`config.mk`:
```
export PLATFORM = sky130hd
export DESIGN_NAME = three_bit_divider
export DESIGN_NICKNAME = d
export VERILOG_FILES = /design/src/rtl/three_bit_divider.sv
export SDC_FILE = /design/constraint.sdc
export NUM_CORES = 1
export LEC_CHECK = 0
export CORE_MARGIN = 2
export CORE_UTILIZATION = 52
export DETAILED_ROUTE_END_ITERATION = 16
export GPL_ROUTABILITY_DRIVEN = 0
export PLACE_DENSITY_LB_ADDON = 0.15
export SLEW_MARGIN = 5
export SYNTH_ARGS = -nofsm -noshare
export SYNTH_HDL_FRONTEND = slang
export SYNTH_SLANG_ARGS = --single-unit
```
`constraint.sdc`:
```
create_clock -name clk_i -period 2.2 [get_ports clk_i]
set_clock_uncertainty 0.05 [all_clocks]
set_input_delay 0.22 -clock clk_i [delete_from_list [all_inputs] [get_ports clk_i]]
set_output_delay 0.22 -clock clk_i [all_outputs]
set_load 0.02 [all_outputs]
```
`src/rtl/three_bit_divider.sv`:
```
// Sequential 6-bit by 3-bit unsigned restoring divider.
// One quotient bit per cycle, MSB first; a zero divisor short-circuits straight to the result.
module three_bit_divider (
  input  logic       clk_i,
  input  logic       rst_ni,
  input  logic       start_i,
  input  logic [5:0] dividend_i,
  input  logic [2:0] divisor_i,
  output logic       busy_o,
  output logic       done_o,
  output logic [5:0] quotient_o,
  output logic [2:0] remainder_o,
  output logic       div_by_zero_o
);

  typedef enum logic [1:0] {StIdle, StCalc, StDone} state_e;

  state_e     state_q, state_d;
  logic [2:0] cnt_q, cnt_d;
  logic [3:0] prem_q, prem_d;
  logic [5:0] dvd_q, dvd_d;
  logic [2:0] dvs_q, dvs_d;
  logic [5:0] qacc_q, qacc_d;
  logic [5:0] quot_q, quot_d;
  logic [2:0] rem_q, rem_d;
  logic       dbz_q, dbz_d;
  logic       done_q, done_d;
  logic       busy_q, busy_d;

  logic [3:0] shifted;
  logic [3:0] step_rem;
  logic       qbit;

  // One restoring step: bring in the next dividend bit, subtract if it fits.
  always_comb begin
    shifted  = {prem_q[2:0], dvd_q[5]};
    qbit     = (shifted >= {1'b0, dvs_q});
    step_rem = qbit ? (shifted - {1'b0, dvs_q}) : shifted;
  end

  always_comb begin
    state_d = state_q;
    cnt_d   = cnt_q;
    prem_d  = prem_q;
    dvd_d   = dvd_q;
    dvs_d   = dvs_q;
    qacc_d  = qacc_q;
    quot_d  = quot_q;
    rem_d   = rem_q;
    dbz_d   = dbz_q;
    done_d  = 1'b0;
    busy_d  = 1'b0;
    unique case (state_q)
      StIdle: begin
        if (start_i) begin
          dvd_d = dividend_i;
          dvs_d = divisor_i;
          if (divisor_i == 3'd0) begin
            state_d = StDone;
            quot_d  = 6'b111111;
            rem_d   = 3'd0;
            dbz_d   = 1'b1;
            done_d  = 1'b1;
          end else begin
            state_d = StCalc;
            cnt_d   = 3'd0;
            prem_d  = 4'd0;
            qacc_d  = 6'd0;
            busy_d  = 1'b1;
          end
        end
      end
      StCalc: begin
        prem_d = step_rem;
        qacc_d = {qacc_q[4:0], qbit};
        dvd_d  = {dvd_q[4:0], 1'b0};
        cnt_d  = cnt_q + 3'd1;
        if (cnt_q == 3'd5) begin
          state_d = StDone;
          quot_d  = {qacc_q[4:0], qbit};
          rem_d   = step_rem[2:0];
          dbz_d   = 1'b0;
          done_d  = 1'b1;
        end else begin
          busy_d = 1'b1;
        end
      end
      StDone:  state_d = StIdle;
      default: state_d = StIdle;
    endcase
  end

  always_ff @(posedge clk_i) begin
    if (!rst_ni) begin
      state_q <= StIdle;
      cnt_q   <= 3'd0;
      prem_q  <= 4'd0;
      dvd_q   <= 6'd0;
      dvs_q   <= 3'd0;
      qacc_q  <= 6'd0;
      quot_q  <= 6'd0;
      rem_q   <= 3'd0;
      dbz_q   <= 1'b0;
      done_q  <= 1'b0;
      busy_q  <= 1'b0;
    end else begin
      state_q <= state_d;
      cnt_q   <= cnt_d;
      prem_q  <= prem_d;
      dvd_q   <= dvd_d;
      dvs_q   <= dvs_d;
      qacc_q  <= qacc_d;
      quot_q  <= quot_d;
      rem_q   <= rem_d;
      dbz_q   <= dbz_d;
      done_q  <= done_d;
      busy_q  <= busy_d;
    end
  end

  assign busy_o        = busy_q;
  assign done_o        = done_q;
  assign quotient_o    = quot_q;
  assign remainder_o   = rem_q;
  assign div_by_zero_o = dbz_q;

endmodule

```
==> summary.txt, run 1 <==
vias in the first global route - 1197
Synthesis Warnings - 0
CP Class - register to register
Synth area leaders - dfxtp_1 (45%), o221a_1 (4.4%), ha_1 (4.1%)
Initial Util - 0.551
top_reg_cell synth - dfxtp_1
# DRC - 0
fmax - 483 MHz
setup violators final - 0
initial antenna violation count - 0
H-tree depth - 2
maxcap violations - 0
pre-CTS WS - 0.159 ns
Hold Vio Cnt, Final - 0
Seq pwr share - 0.542
first-pass GRT wire length - 5420 µm
sw power - 0.345 mW
leading area contributor after synthesis - dfxtp_1
Synthesized Nets - 177
number of synthesized register bits - 34
Final Cycle Share - 0.941
CTS tree - yes
Core Area - 2760 µm²
Pleak - 0.661 nW
mapped cell area - 1520 µm²
die height - 58.1 µm
Clk Tree Root Cell - clkbuf_4
Sw Ratio - 0.278
crit start category - register
Max Slew Vio Count - 0
cts hold-fix bufs - 0
DR pass1 iterations - 4
die width - 58.1 µm
clock sinks - 34
RSZ-0062 raised after global routing - no
Gate power share - 0.171
antenna-violating nets left - 0
fin crit period - 2.07 ns
Area growth syn-to-layout - 20.5%
vias - 1300
Die ar. - 3370 µm²
sequential share of the synthesized area - 0.448
status - complete, no violations
Post-synth ARST share - 0
commonest non-fill, non-tap cells in the layout - dfxtp_1 (34), clkdlybuf4s50_1 (23), nand2_1 (14)
commonest non-fill, non-tap cell in the layout - dfxtp_1
average wire per standard cell - 15.2 µm
Synth top area share - 0.448
Filler Cell Count - 247
Boundary Pins - 24
setup TNS - 0 ns
VDD IR max - 0.000546 V
Final Hold Slack - 0.395 ns
Crit Path Max Fanout - 4
Max-Slew Margin vs Limit - 0.702
Finished Core Util - 0.664
Worst Tran Pin Value - 0.446 ns
Tot GR Track Use - 0.213
HP Class - register to register
power density cells - 679 nW/µm²
fraction of layout instances using a drive strength above 1 - 0.102
Post-synth EDFFs - 0
clock power share - 0.287
Final WS setup - 0.130 ns
Vias/cell - 5.99
clock latency on the worst-skew pair - 0.34 ns
port buffer count - 23
CP Data Required Time - 2.42 ns
ANT cells - 0
clock buffer depth - 2
FP Rows - 19
kind of end point of the critical path - register
Net count, final - 203
post-detail-place hpwl - 2320 µm
Post-Syn Area per Cell - 9.56 µm²
wirelength, routed - 3300 µm
DR iter-0 viols - 48
CP arrival - 2.29 ns
internal power - 0.898 mW
largest net degree at the start of global routing - 14
Clock Pin Slew Worst Setup and Hold Paths - 0.10 ns
total congestion overflow - 0
synthesized instance count - 159
CTS buffer count - 5
Netlist cell types - 39
==> cell usage after synthesis, types with 3 or more instances <==
cell type and instances:
o22ai_1 6, o221ai_1 5, clkbuf_1 4, o211ai_1 3, and2_1 3, nand2b_1 4
a21boi_1 3, a21oi_1 10, ha_1 5, a22oi_1 5, nor2b_1 7, o21ai_0 8
o221a_1 6, nand2_1 14, dfxtp_1 34, nor2_1 4, inv_1 7, nand3_1 7
==> metrics by stage <==
stage	total power, mW	cells	instance area, µm²
finish	1.24	217	1830
global route	1.30	217	1830
CTS	1.25	217	1830
detailed placement	0.894	209	1770
global placement	0.883	209	1770
floorplan	0.829	159	1520
==> cell families after synthesis <==
family,count (synthesis),share of synthesized area
and+or+nand+nor,50,0.188
DFF,34,0.448
muxes,1,0.00741
xor gates and xnor gates,2,0.0115
adders and majority gates,6,0.0543
AOI/OAI and AO/OA,51,0.241
buffers and inverters,15,0.0494
==> worst max-delay path: stages, from the launching register on <==
cell and delay, ns:
dfxtp_1 0.39, inv_1 0.06, ha_1 0.22, fa_1 0.41
nand2b_1 0.22, nand3_2 0.12, mux2_2 0.35, o22ai_1 0.18
==> layer usage <==
metal  GRT usage  share of wire
met3      0.0737          0.054
met2       0.326           0.46
met4      0.0897          0.017
met5           0              0
met1       0.272           0.47
==> cell type report <==
class,count,area [µm²],area share
Clock buffer,7,55.1,0.0301
Inverter,8,30.0,0.0164
Sequential cell,34,681,0.372
Clock inverter,1,5.00,0.00273
Multi-Input combinational cell,110,769,0.420
Timing Repair Buffer,26,253,0.138
Tap cell,31,38.8,0.0212
==> path summary, 6_finish.rpt <==
kind / startpoint / to / slack (ns) / depth (start not counted)
min reg2reg: div_by_zero_o / div_by_zero_o / 0.39 / 2
min: div_by_zero_o / div_by_zero_o / 0.39 / 2
max: dvd_q[5] / remainder_o[1] / 0.13 / 7
max reg2reg: dvd_q[5] / remainder_o[1] / 0.13 / 7
==> power by group through the flow <==
stage               sequential (mW)  clock, mW  combinational, mW
finish                        0.675      0.357              0.212
global placement              0.686          0              0.197
global route                  0.679      0.388              0.231
CTS                           0.674      0.367              0.207
floorplan                     0.686          0              0.142
detailed placement            0.689          0              0.205
==> flip-flops by register name, indices dropped and copies added (netlist names) <==
register,cells
prem_q,3
done_o,1
busy_o,1
div_by_zero_o,1
remainder_o,3
state_q,2
cnt_q,3
quotient_o,6
qacc_q,5
dvd_q,6
dvs_q,3
==> what timing repair did <==
item                                    4_1_cts  5_1_grt
endpoints found under the setup margin        0        1
resized for setup                             0        1
setup buffers                                 0        0
No activity file was read; power rests on OpenSTA's default activity.
==> run 2: changes to the inputs <==
- CORE_MARGIN: 2 -> 5
==> summary.txt, run 2 (synthesis results as in run 1) <==
fin crit period - 2.07 ns (-0.000183 ns)
kind of end point of the critical path - register
clock latency on the worst-skew pair - 0.33 ns (about the same)
post-detail-place hpwl - 2400 µm (+3.4%)
total congestion overflow - 0 (unchanged)
average wire per standard cell - 15.3 µm (+0.76%)
commonest non-fill, non-tap cells in the layout - dfxtp_1 (34), clkdlybuf4s50_1 (23), nand2_1 (14)
Net count, final - 203 (unchanged)
ANT cells - 0 (unchanged)
Area growth syn-to-layout - 20.2%
# DRC - 0 (unchanged)
VDD IR max - 0.000530 V (-3.0%)
Post-CTS Resized - 0 (unchanged)
postcts setup bufs - 0 (unchanged)
maxcap violations - 0 (unchanged)
Core Area - 2780 µm² (+0.86%)
Crit path depth - 7 (unchanged)
power density cells - 678 nW/µm² (-0.10%)
wirelength, routed - 3330 µm (+0.76%)
Worst Tran Pin Value - 0.423 ns (-0.0226 ns)
first-pass GRT wire length - 5740 µm (+6.0%)
CP Class - register to register
Reg2Reg Depth - 7 (unchanged)
family with the most delay on the worst path - adder cells
CP arrival - 2.29 ns (about the same)
crit path buf inv count - 1 (unchanged)
die height - 64.1 µm (+10%)
antenna-violating nets left - 0 (unchanged)
CTS tree - yes
Max Slew Vio Count - 0 (unchanged)
crit-path max cell delay - 0.41 ns (about the same)
FP Rows - 19 (unchanged)
Critical Path, Cell by Cell - inv_1, ha_1, fa_1, nand2b_1, nand3_1, mux2_2, o22ai_1
Final Hold Slack - 0.406 ns (+0.0108 ns)
CP Data Required Time - 2.42 ns (about the same)
CTS buffer count - 5 (unchanged)
cts hold-fix bufs - 0 (unchanged)
Clk Tree Root Cell - clkbuf_4
WHS Path Cells - 2 (unchanged)
die width - 64.1 µm (+10%)
commonest non-fill, non-tap cell in the layout - dfxtp_1
register area - 681 µm² (unchanged)
Final Cycle Share - 0.941 (about the same)
Boundary Pins - 24 (unchanged)
Filler Cell Count - 239 (-3.2%)
Tot GR Track Use - 0.176 (-0.0367)
port buffer count - 23 (unchanged)
clock sinks - 34 (unchanged)
largest net degree at the start of global routing - 26 (+12)
initial antenna violation count - 0 (unchanged)
area of the multi-input gates - 764 µm² (-0.65%)
vias in the first global route - 1292 (+7.9%)
setup TNS - 0 ns (unchanged)
Die ar. - 4100 µm² (+22%)
crit start category - register
Hold Vio Cnt, Final - 0 (unchanged)
Clock Pin Slew Worst Setup and Hold Paths - 0.10 ns (about the same)
RSZ-0062 raised after global routing - no
vias - 1272 (-2.2%)
Pleak - 0.660 nW (-0.18%)
DR iter-0 viols - 74 (+54%)
slowest stage cell, crit path - fa_1
HP Class - register to register
status - complete, no violations
H-tree depth - 2 (unchanged)
Max-Slew Margin vs Limit - 0.717 (+0.0156)
Crit Path Max Fanout - 4 (unchanged)
clock buffer depth - 2 (unchanged)
setup violators final - 0 (unchanged)
fraction of layout instances using a drive strength above 1 - 0.0968 (-0.00538)
DR pass1 iterations - 4 (unchanged)
Initial Util - 0.547 (-0.00471)
fmax - 483 MHz (about the same)
Vias/cell - 5.86 (-2.2%)
run 2: metal layers:
layer / up-vias / global-route usage / wire length [µm]
li1: 631 / - / -
met1: 606 / 0.213 / 1530
met2: 28 / 0.281 / 1600
met3: 7 / 0.0613 / 131
met4: 0 / 0.0753 / 61
met5: - / 0 / 0
run 2: report_power, final:
group | switching, mW | total, mW | internal (mW) | leakage [nW]
logic | 0.112 | 0.207 | 0.0949 | 0.347
registers | 0.0282 | 0.675 | 0.647 | 0.277
clock network | 0.202 | 0.356 | 0.155 | 0.0353
total | 0.342 | 1.24 | 0.897 | 0.660
run 2: final timing paths:
path | start | slack, ns | to
min reg2reg | div_by_zero_o | 0.41 | div_by_zero_o
max | dvd_q[5] | 0.13 | remainder_o[1]
max reg2reg | dvd_q[5] | 0.13 | remainder_o[1]
min | div_by_zero_o | 0.41 | div_by_zero_o
run 2: through the flow:
stage | total power, mW | setup slack [ns] | area (µm²) | std cells | util
CTS | 1.25 | 0.141 | 1830 | 217 | 0.657
detailed placement | 0.892 | 0.162 | 1770 | 209 | 0.635
floorplan | 0.829 | 0.327 | 1520 | 159 | -
finish | 1.24 | 0.130 | 1830 | 217 | 0.657
global placement | 0.884 | 0.256 | 1770 | 209 | 0.635
global route | 1.31 | 0.0537 | 1830 | 217 | 0.657
run 2: cell type report:
class | instances | area share
inverter | 8 | 0.0164
sequential | 34 | 0.373
clock buffer | 7 | 0.0301
tap | 31 | 0.0212
timing repair buffer | 26 | 0.138
multi-input combinational | 110 | 0.418
clock inverter | 1 | 0.00274
run 2: worst register-to-register path, stage by stage, from the launching register on:
cell	delay, ns
dfxtp_1	0.39
inv_1	0.06
ha_1	0.21
fa_1	0.41
nand2b_1	0.21
nand3_1	0.17
mux2_2	0.36
o22ai_1	0.15
==> run 3: changes to the inputs <==
- ABC_CLOCK_PERIOD_IN_PS: not set -> 2200
==> results of run 3 <==
Final layout, timing and power as in run 2 (identical DEF).
